## config.mk

```make
export PLATFORM = sky130hd
export DESIGN_NAME = scoreboard_stall_unit
export DESIGN_NICKNAME = d
export VERILOG_FILES = /design/src/rtl/scoreboard_stall_unit.sv
export SDC_FILE = /design/constraint.sdc
export NUM_CORES = 1
export LEC_CHECK = 0
export ABC_CLOCK_PERIOD_IN_PS = 3100
export CAP_MARGIN = 20
export CELL_PAD_IN_SITES_DETAIL_PLACEMENT = 0
export CELL_PAD_IN_SITES_GLOBAL_PLACEMENT = 1
export CORE_MARGIN = 5
export CORE_UTILIZATION = 40
export DETAILED_ROUTE_END_ITERATION = 16
export GPL_TIMING_DRIVEN = 0
export PLACE_DENSITY = 0.66
export SLEW_MARGIN = 20
export SYNTH_ARGS = -nofsm -noshare
export SYNTH_HDL_FRONTEND = slang
export SYNTH_SLANG_ARGS = --single-unit
export TNS_END_PERCENT = 5
```

## constraint.sdc

```tcl
create_clock -name clk -period 3.1 [get_ports clk]
set_input_delay 0.31 -clock clk [delete_from_list [all_inputs] [get_ports clk]]
set_output_delay 0.31 -clock clk [all_outputs]
set_load 0.05 [all_outputs]
```

## src/rtl/scoreboard_stall_unit.sv

```systemverilog
//-----------------------------------------------------------------------------
// scoreboard_stall_unit
//
// Issue-stage register scoreboard. It tracks register writes from multi-cycle
// execution units whose results cannot yet be forwarded from MEM/WB. The
// instruction in ID stalls while either source register names a pending
// write. An entry retires once its result reaches MEM, and forwarding covers
// it from then on.
//
// Parameters:
//   DEPTH  number of tracked in-flight writes (power of two, 2..16)
//   LAT_W  width of the latency field (max latency 2**LAT_W-1)
//
// Ports:
//   clk                    pipeline clock, rising edge
//   reset                  synchronous active-high clear of all entries
//   issue_valid            instruction present in ID requesting issue
//   issue_RegWrite         issuing instruction writes a register
//   issue_WriteRegAddress  destination register of the issuing instruction
//   issue_latency          cycles until the result is forwardable (0 = untracked)
//   RA_ID, RB_ID           source registers of the instruction in ID
//   flush                  discard all pending entries
//   stall                  hold ID/IF, bubble into EX (combinational)
//   issue_accept           issue_valid && !stall && !flush
//   InFlight               number of valid entries
//   StallCount             saturating count of stall cycles
//                          (present only when SCOREBOARD_STATS_EN is defined)
//
// Optional feature macro: SCOREBOARD_STATS_EN
//-----------------------------------------------------------------------------
module scoreboard_stall_unit #(
    parameter int DEPTH = 8,
    parameter int LAT_W = 3
) (
    input  logic                     clk,
    input  logic                     reset,
    input  logic                     issue_valid,
    input  logic                     issue_RegWrite,
    input  logic [6:0]               issue_WriteRegAddress,
    input  logic [LAT_W-1:0]         issue_latency,
    input  logic [6:0]               RA_ID,
    input  logic [6:0]               RB_ID,
    input  logic                     flush,
    output logic                     stall,
    output logic                     issue_accept,
    output logic [$clog2(DEPTH):0]   InFlight
`ifdef SCOREBOARD_STATS_EN
    ,
    output logic [15:0]              StallCount
`endif
);

    localparam int CNT_W = $clog2(DEPTH) + 1;

    // Entry storage
    logic [DEPTH-1:0] validReg;
    logic [6:0]       destReg [DEPTH];
    logic [LAT_W-1:0] cntReg  [DEPTH];

    // Per-entry decode
    logic [DEPTH-1:0] hitVec;
    logic [DEPTH-1:0] freeVec;
    logic [DEPTH-1:0] allocSel;

    logic wantAlloc;
    logic hazard;
    logic full;
    logic doAlloc;

    // Source match against every valid entry. Duplicate destinations are
    // allowed; any one of them still pending is enough to stall.
    generate
        for (genvar gi = 0; gi < DEPTH; gi++) begin : gHit
            assign hitVec[gi] = validReg[gi] &&
                                ((destReg[gi] == RA_ID) || (destReg[gi] == RB_ID));
        end
    endgenerate

    // A slot retiring this cycle still reads as occupied here; it becomes
    // allocatable only after its valid bit has actually cleared.
    assign freeVec  = ~validReg;

    // Isolate the lowest set bit: lowest-index free entry as a one-hot.
    assign allocSel = freeVec & (~freeVec + DEPTH'(1));

    assign wantAlloc    = issue_valid && issue_RegWrite && (issue_latency != '0);
    assign hazard       = |hitVec;
    assign full         = wantAlloc && !(|freeVec);
    assign stall        = issue_valid && (hazard || full);
    assign issue_accept = issue_valid && !stall && !flush;
    assign doAlloc      = issue_accept && issue_RegWrite && (issue_latency != '0);

    // Entry update. Allocation only targets a free slot, so it never collides
    // with the countdown of a valid slot.
    always_ff @(posedge clk) begin
        if (reset) begin
            validReg <= '0;
            for (int i = 0; i < DEPTH; i++) begin
                destReg[i] <= '0;
                cntReg[i]  <= '0;
            end
        end else if (flush) begin
            validReg <= '0;
            for (int i = 0; i < DEPTH; i++) begin
                cntReg[i] <= '0;
            end
        end else begin
            for (int i = 0; i < DEPTH; i++) begin
                if (doAlloc && allocSel[i]) begin
                    validReg[i] <= 1'b1;
                    destReg[i]  <= issue_WriteRegAddress;
                    cntReg[i]   <= issue_latency;
                end else if (validReg[i]) begin
                    cntReg[i] <= cntReg[i] - LAT_W'(1);
                    // Last hazard cycle: the result reaches MEM next cycle.
                    if (cntReg[i] == LAT_W'(1)) begin
                        validReg[i] <= 1'b0;
                    end
                end
            end
        end
    end

    // Occupancy is the population count of the valid bits, which tracks
    // previous + allocations - retirements by construction.
    always_comb begin
        InFlight = '0;
        for (int i = 0; i < DEPTH; i++) begin
            InFlight = InFlight + CNT_W'(validReg[i]);
        end
    end

`ifdef SCOREBOARD_STATS_EN
    // Stall statistics: saturating, cleared only by reset (survives flush).
    always_ff @(posedge clk) begin
        if (reset) begin
            StallCount <= '0;
        end else if (stall && (StallCount != 16'hFFFF)) begin
            StallCount <= StallCount + 16'd1;
        end
    end
`endif

endmodule

```

# --- Word-level counts from Yosys, hierarchy flattened ---
# Memory sizes are Yosys's and may differ from the RTL's.
# Index checks and enable logic that the tools add are counted.
totals:
  regBits: 8
  latchBits: 0
  ramBits: 80
  romBits: 0
  in_bits: 29
  out_inout_bits: 6
  wordCells: 251
  n_memories: 2
mem_list:
  columns: ["name", "depth", "width", "read_ports", "rd_clocked_by_memory_dff", "wr", "line", "text"]
  rows:
  - ["destReg", 8, 7, 8, 0, 8, "57", "logic [6:0] destReg [DEPTH];"]
  - ["cntReg", 8, 3, 8, 0, 8, "58", "logic [LAT_W-1:0] cntReg [DEPTH];"]
classes:
  n_addsub: 16
  n_mul: 0
  div: 0
  magnitude_cmp: 0
  eq_ne: 24
  n_shift: 0
  muxes: 133
  n_bitwise: 35
  reduce_logical: 40
op_table:
  columns: ["operator", "count"]
  rows:
  - ["7-bit == test", 16]
  - ["1-bit two-way mux", 101]
  - ["3-bit two-way mux", 24]
  - ["7-bit two-way mux", 8]
  - ["1-bit OR", 32]
  - ["3-bit by 1-bit == test with 1-bit output (second input constant)", 8]
  - ["1-bit logical AND", 24]
  - ["3-bit by 1-bit subtractor with 3-bit output (second input constant)", 8]
  - ["4-bit by 1-bit adder with 4-bit output", 4]
  - ["8-bit inverter", 2]
  - ["8-bit OR reduction", 2]
  - ["1-bit logical OR", 9]
  - ["8-bit by 1-bit adder with 8-bit output (second input constant)", 1]
  - ["8-bit bitwise AND", 1]
  - ["3-bit by 1-bit adder with 4-bit output", 1]
  - ["2-bit by 1-bit adder with 3-bit output", 1]
  - ["1-bit zero test", 3]
  - ["3-bit nonzero test", 1]
  - ["1-bit by 1-bit adder with 2-bit output", 1]
  - ["2-bit OR reduction", 1]

# --- Logic depth before layout (Yosys ltp) ---
logic_depth:
  depth_word: 18
  ltp_mapped: 10

# --- Worst setup path after synthesis ---
# OpenSTA, ideal clock, no wires.
synth_timing:
  path_type: "register to output"
  from: "register validReg[1]"
  to: "output InFlight[2]"
  arrival_ps: 3253
  slack_ps: -463
  path_stages_with_launch: 10
  n_path_buf: 0
  path_cell_list: "dfxtp_1 > fa_1 > inv_1 > fa_1 > fa_1 > inv_1 > ha_1 > inv_1 > fa_1 > xnor2_1"
synth_between:
  elab_chain_cells: 7
synth_rtl:
  columns: ["element", "line", "text"]
  rows:
  - ["from (decl)", "56", "logic [DEPTH-1:0] validReg;"]
  - ["from (signal assigned)", "97", "validReg <= '0;"]
  - ["from (signal assigned)", "103", "validReg <= '0;"]
  - ["from (signal, indexed assignment)", "110", "validReg[i] <= 1'b1;"]
  - ["1-bit by 1-bit adder with 2-bit output", "129", "InFlight = InFlight + CNT_W'(validReg[i]);"]
  - ["2-bit by 1-bit adder with 3-bit output", "129", null]
  - ["3-bit by 1-bit adder with 4-bit output", "129", null]
  - ["4-bit by 1-bit adder with 4-bit output (4 in series)", "129", null]
  - ["to (decl)", "46", "output logic [$clog2(DEPTH):0] InFlight"]
# No other way between the ends.

# --- Worst setup path in the final report ---
layout_timing:
  from: "register validReg[0]"
  to: "output InFlight[1]"
# The elaborated chain is that of the path after synthesis.

==> key figures <==
Yosys
  • Ys Warns: 0
  • #FFs+latches synth: 88
  • Post-synthesis sequential area ratio: 45.4%
  • Post-synthesis instance area: 5640 µm²
  • Mapped Cells: 529
  • Syn Area/Cell: 10.7 µm²
  • Synth cell types: 40
  • Syn Nets: 583

CTS
  • Total CTS buffers: 9
  • Hold Buf Count CTS: 0
  • CTS Buffer Depth: 2
  • Clock Sinks: 88
  • Worst skew pair latency: 0.35 ns
  • CTS Root Cell: clkbuf_16
  • H-Tree Level Count: 3
  • Clock-pin slew on the worst setup and hold paths: 0.06 ns
  • CTS tree: yes

Floorplanning
  • Core Rows: 43
  • Die area: 16600 µm²
  • Area of the core: 13900 µm²
  • Die Y: 129 µm
  • Die X: 129 µm
  • Ports: 35
  • Initial Utilization: 40.6%

Critical path
  • Startpoint Class: flip-flop
  • Worst reg2reg path depth: 11
  • Crit. End Element: primary output
  • Crit path required time: 2.79 ns
  • Crit Path Category: reg2out
  • Worst Path Max Fanout: 3
  • Crit path DAT: 3.25 ns

Timing
  • Final setup TNS: -1.09 ns
  • Max Slew Vio Count: 0
  • Setup violators final: 8
  • Final worst slack: -0.465 ns
  • Fin crit period: 3.56 ns
  • Normalized max-slew margin: 52.5%
  • RSZ-0062 raised after global routing: yes
  • Crit share post-route: 115%
  • Slew at the pin with the worst max-slew slack: 0.707 ns
  • Final hold vios: 0
  • FMAX: 281 MHz
  • Worst Skew: 0.00855 ns

Finish
  • Fill cells: 1346
  • Layout cells sized above 1: 14.3%
  • Net count, final: 616
  • Antenna cells: 0
  • Fin util: 46.5%
  • P&R area growth vs syn: 14.4%

Global routing
  • Initial antenna violation count: 0
  • First-pass GRT wire length: 24300 µm
  • Gr usage total: 19.8%
  • Remaining global-route overflow: 0
  • Largest net degree at the start of global routing: 16
  • Vias in the first global route: 4284

Routing
  • Drt total wl: 15700 µm
  • DR vias: 4133
  • Residual DRC: 0
  • Vias per inst: 5.53
  • Post-route ant nets: 0
  • Post-DR wirelength/cell: 21.1 µm
  • Drt first pass iters: 5
  • Starting DRC count in detailed routing: 246

Power
  • Leak: 2.17 nW
  • VDD IR-drop max: 0.273 mV
  • Pwr Density: 426 nW/µm²
  • Tot Pwr: 2.75 mW

Hold path
  • Min-Delay Path Class: in2reg
  • Worst Hold Depth: 2

Placed design
  • Dpl ws: -0.817 ns
  • DP HPWL: 11300 µm
  • PortBufs: 19
  • Gp weighted congestion: 0.886

Outcome
  • Status: finished, violations left
  • Failing checks: negative setup slack

Run
  • Max Cap Viol: 0
[kinds of logic (layout without fill, tap and decap cells)]
| kind of cell | count (synthesis) | in the layout | share of synthesized area [%] |
|---|---|---|---|
| buffers and inverters | 83 | 121 | 6.54 |
| flip-flops | 88 | 88 | 45.4 |
| XOR/XNOR | 121 | 121 | 18.8 |
| AND/OR/NAND/NOR | 152 | 152 | 16.4 |
| adder cells (fa/ha/maj) | 25 | 25 | 6.08 |
| AO/OA/AOI/OAI | 60 | 60 | 6.79 |
[layout by cell type (no fill, tap or decap), drive strengths merged, types with 8 or more instances in the layout]
master,count
o21ai,18
nand4,23
nor2,15
edfxtp,80
nor3,31
xor2,55
clkdlybuf4s50,13
buf,31
nor4,29
o31ai,9
xnor2,66
nand3,16
nand2,14
inv,45
ha,21
clkbuf,25
dfxtp,8
a21oi,12
[final cells by class]
type                       count  area [µm²]  share of cell area, %
multi-input combinational    358        2790                   43.3
inverter                      45         173                   2.68
buffer                        37         200                   3.10
tap                          180         225                   3.49
clock buffer                   9         225                   3.49
clock inverter                 7        47.5                  0.737
sequential                    88        2570                   39.8
timing repair buffer          23         219                   3.39
[per-stage QoR]
| stage | hold slack (ns) | instance area [µm²] | instances |
|---|---|---|---|
| after floorplan | 0.485 | 5670 | 529 |
| after global placement | 0.528 | 6080 | 728 |
| after detailed placement | 0.533 | 6090 | 729 |
| after CTS | 0.520 | 6430 | 748 |
| after global routing | 0.551 | 6450 | 747 |
| final | 0.533 | 6450 | 747 |
[report_power, final]
part           internal, mW  leakage (nW)  total [mW]  switching [mW]
Sequential             1.34         0.912        1.37          0.0349
Clock                 0.543         0.133        1.03           0.490
Combinational         0.134          1.13       0.340           0.207
[what timing repair did]
item | CTS | global route
resized for setup | 54 | 18
cloned | 0 | 0
setup endpoints to repair | 72 | 75
pin swaps | 1 | 2
endpoints found under the hold margin | 0 | 0
buffers inserted | 3 | 1
[layer usage]
| layer | vias up | GRT usage, % | routed length (µm) | share of wire, % |
|---|---|---|---|---|
| met5 | - | 0 | 0 | 0 |
| met4 | 0 | 8.46 | 450 | 2.9 |
| met3 | 33 | 2.49 | 674 | 4.3 |
| met2 | 112 | 32.5 | 7600 | 48 |
| met1 | 2038 | 26.3 | 7020 | 45 |
| li1 | 1950 | - | - | - |
[Yosys cell counts (all sizes together)]
master | count | area [µm²]
a21oi | 12 | 63.8
and2 | 2 | 12.5
and3 | 2 | 12.5
and4 | 4 | 35.0
buf | 21 | 136
clkbuf | 17 | 63.8
dfxtp | 8 | 160
edfxtp | 80 | 2400
fa | 4 | 80.1
ha | 21 | 263
inv | 45 | 169
nand2 | 14 | 52.6
nand2b | 5 | 31.3
nand3 | 16 | 85.1
nand4 | 23 | 150
nand4b | 1 | 8.76
nor2 | 15 | 56.3
nor2b | 3 | 18.8
nor3 | 31 | 155
nor3b | 2 | 15.0
nor4 | 29 | 259
o211ai | 4 | 30.0
o21ai | 18 | 90.1
o22ai | 7 | 43.8
o31ai | 9 | 67.6
o32ai | 7 | 61.3
o41ai | 3 | 26.3
or2 | 1 | 6.26
or3 | 3 | 18.8
or4 | 1 | 7.51
xnor2 | 66 | 578
xor2 | 55 | 482
[registers in the layout, summed over array words and instances, names as in the netlist]
signal / count
destReg: 56
cntReg: 24
validReg: 8
[final timing paths]
kind | start | endpoint | slack (ns)
max reg2reg | validReg[0]$_SDFF_PP0_ | destReg[1][16]$_DFFE_PP_ | -0.02
max | validReg[0]$_SDFF_PP0_ | InFlight[1] | -0.46
min reg2reg | validReg[7]$_SDFF_PP0_ | validReg[7]$_SDFF_PP0_ | 0.55
min | reset | destReg[1][21]$_DFFE_PP_ | 0.53
[critical path: stages (launching register included)]
cell and delay, ns:
dfxtp_4 0.36, fa_1 0.56, inv_2 0.04, fa_1 0.49, fa_1 0.43, inv_2 0.08
ha_4 0.13, inv_2 0.04, fa_2 0.54, clkinvlp_4 0.08, buf_6 0.15
No activity file was read; power rests on OpenSTA's default activity.
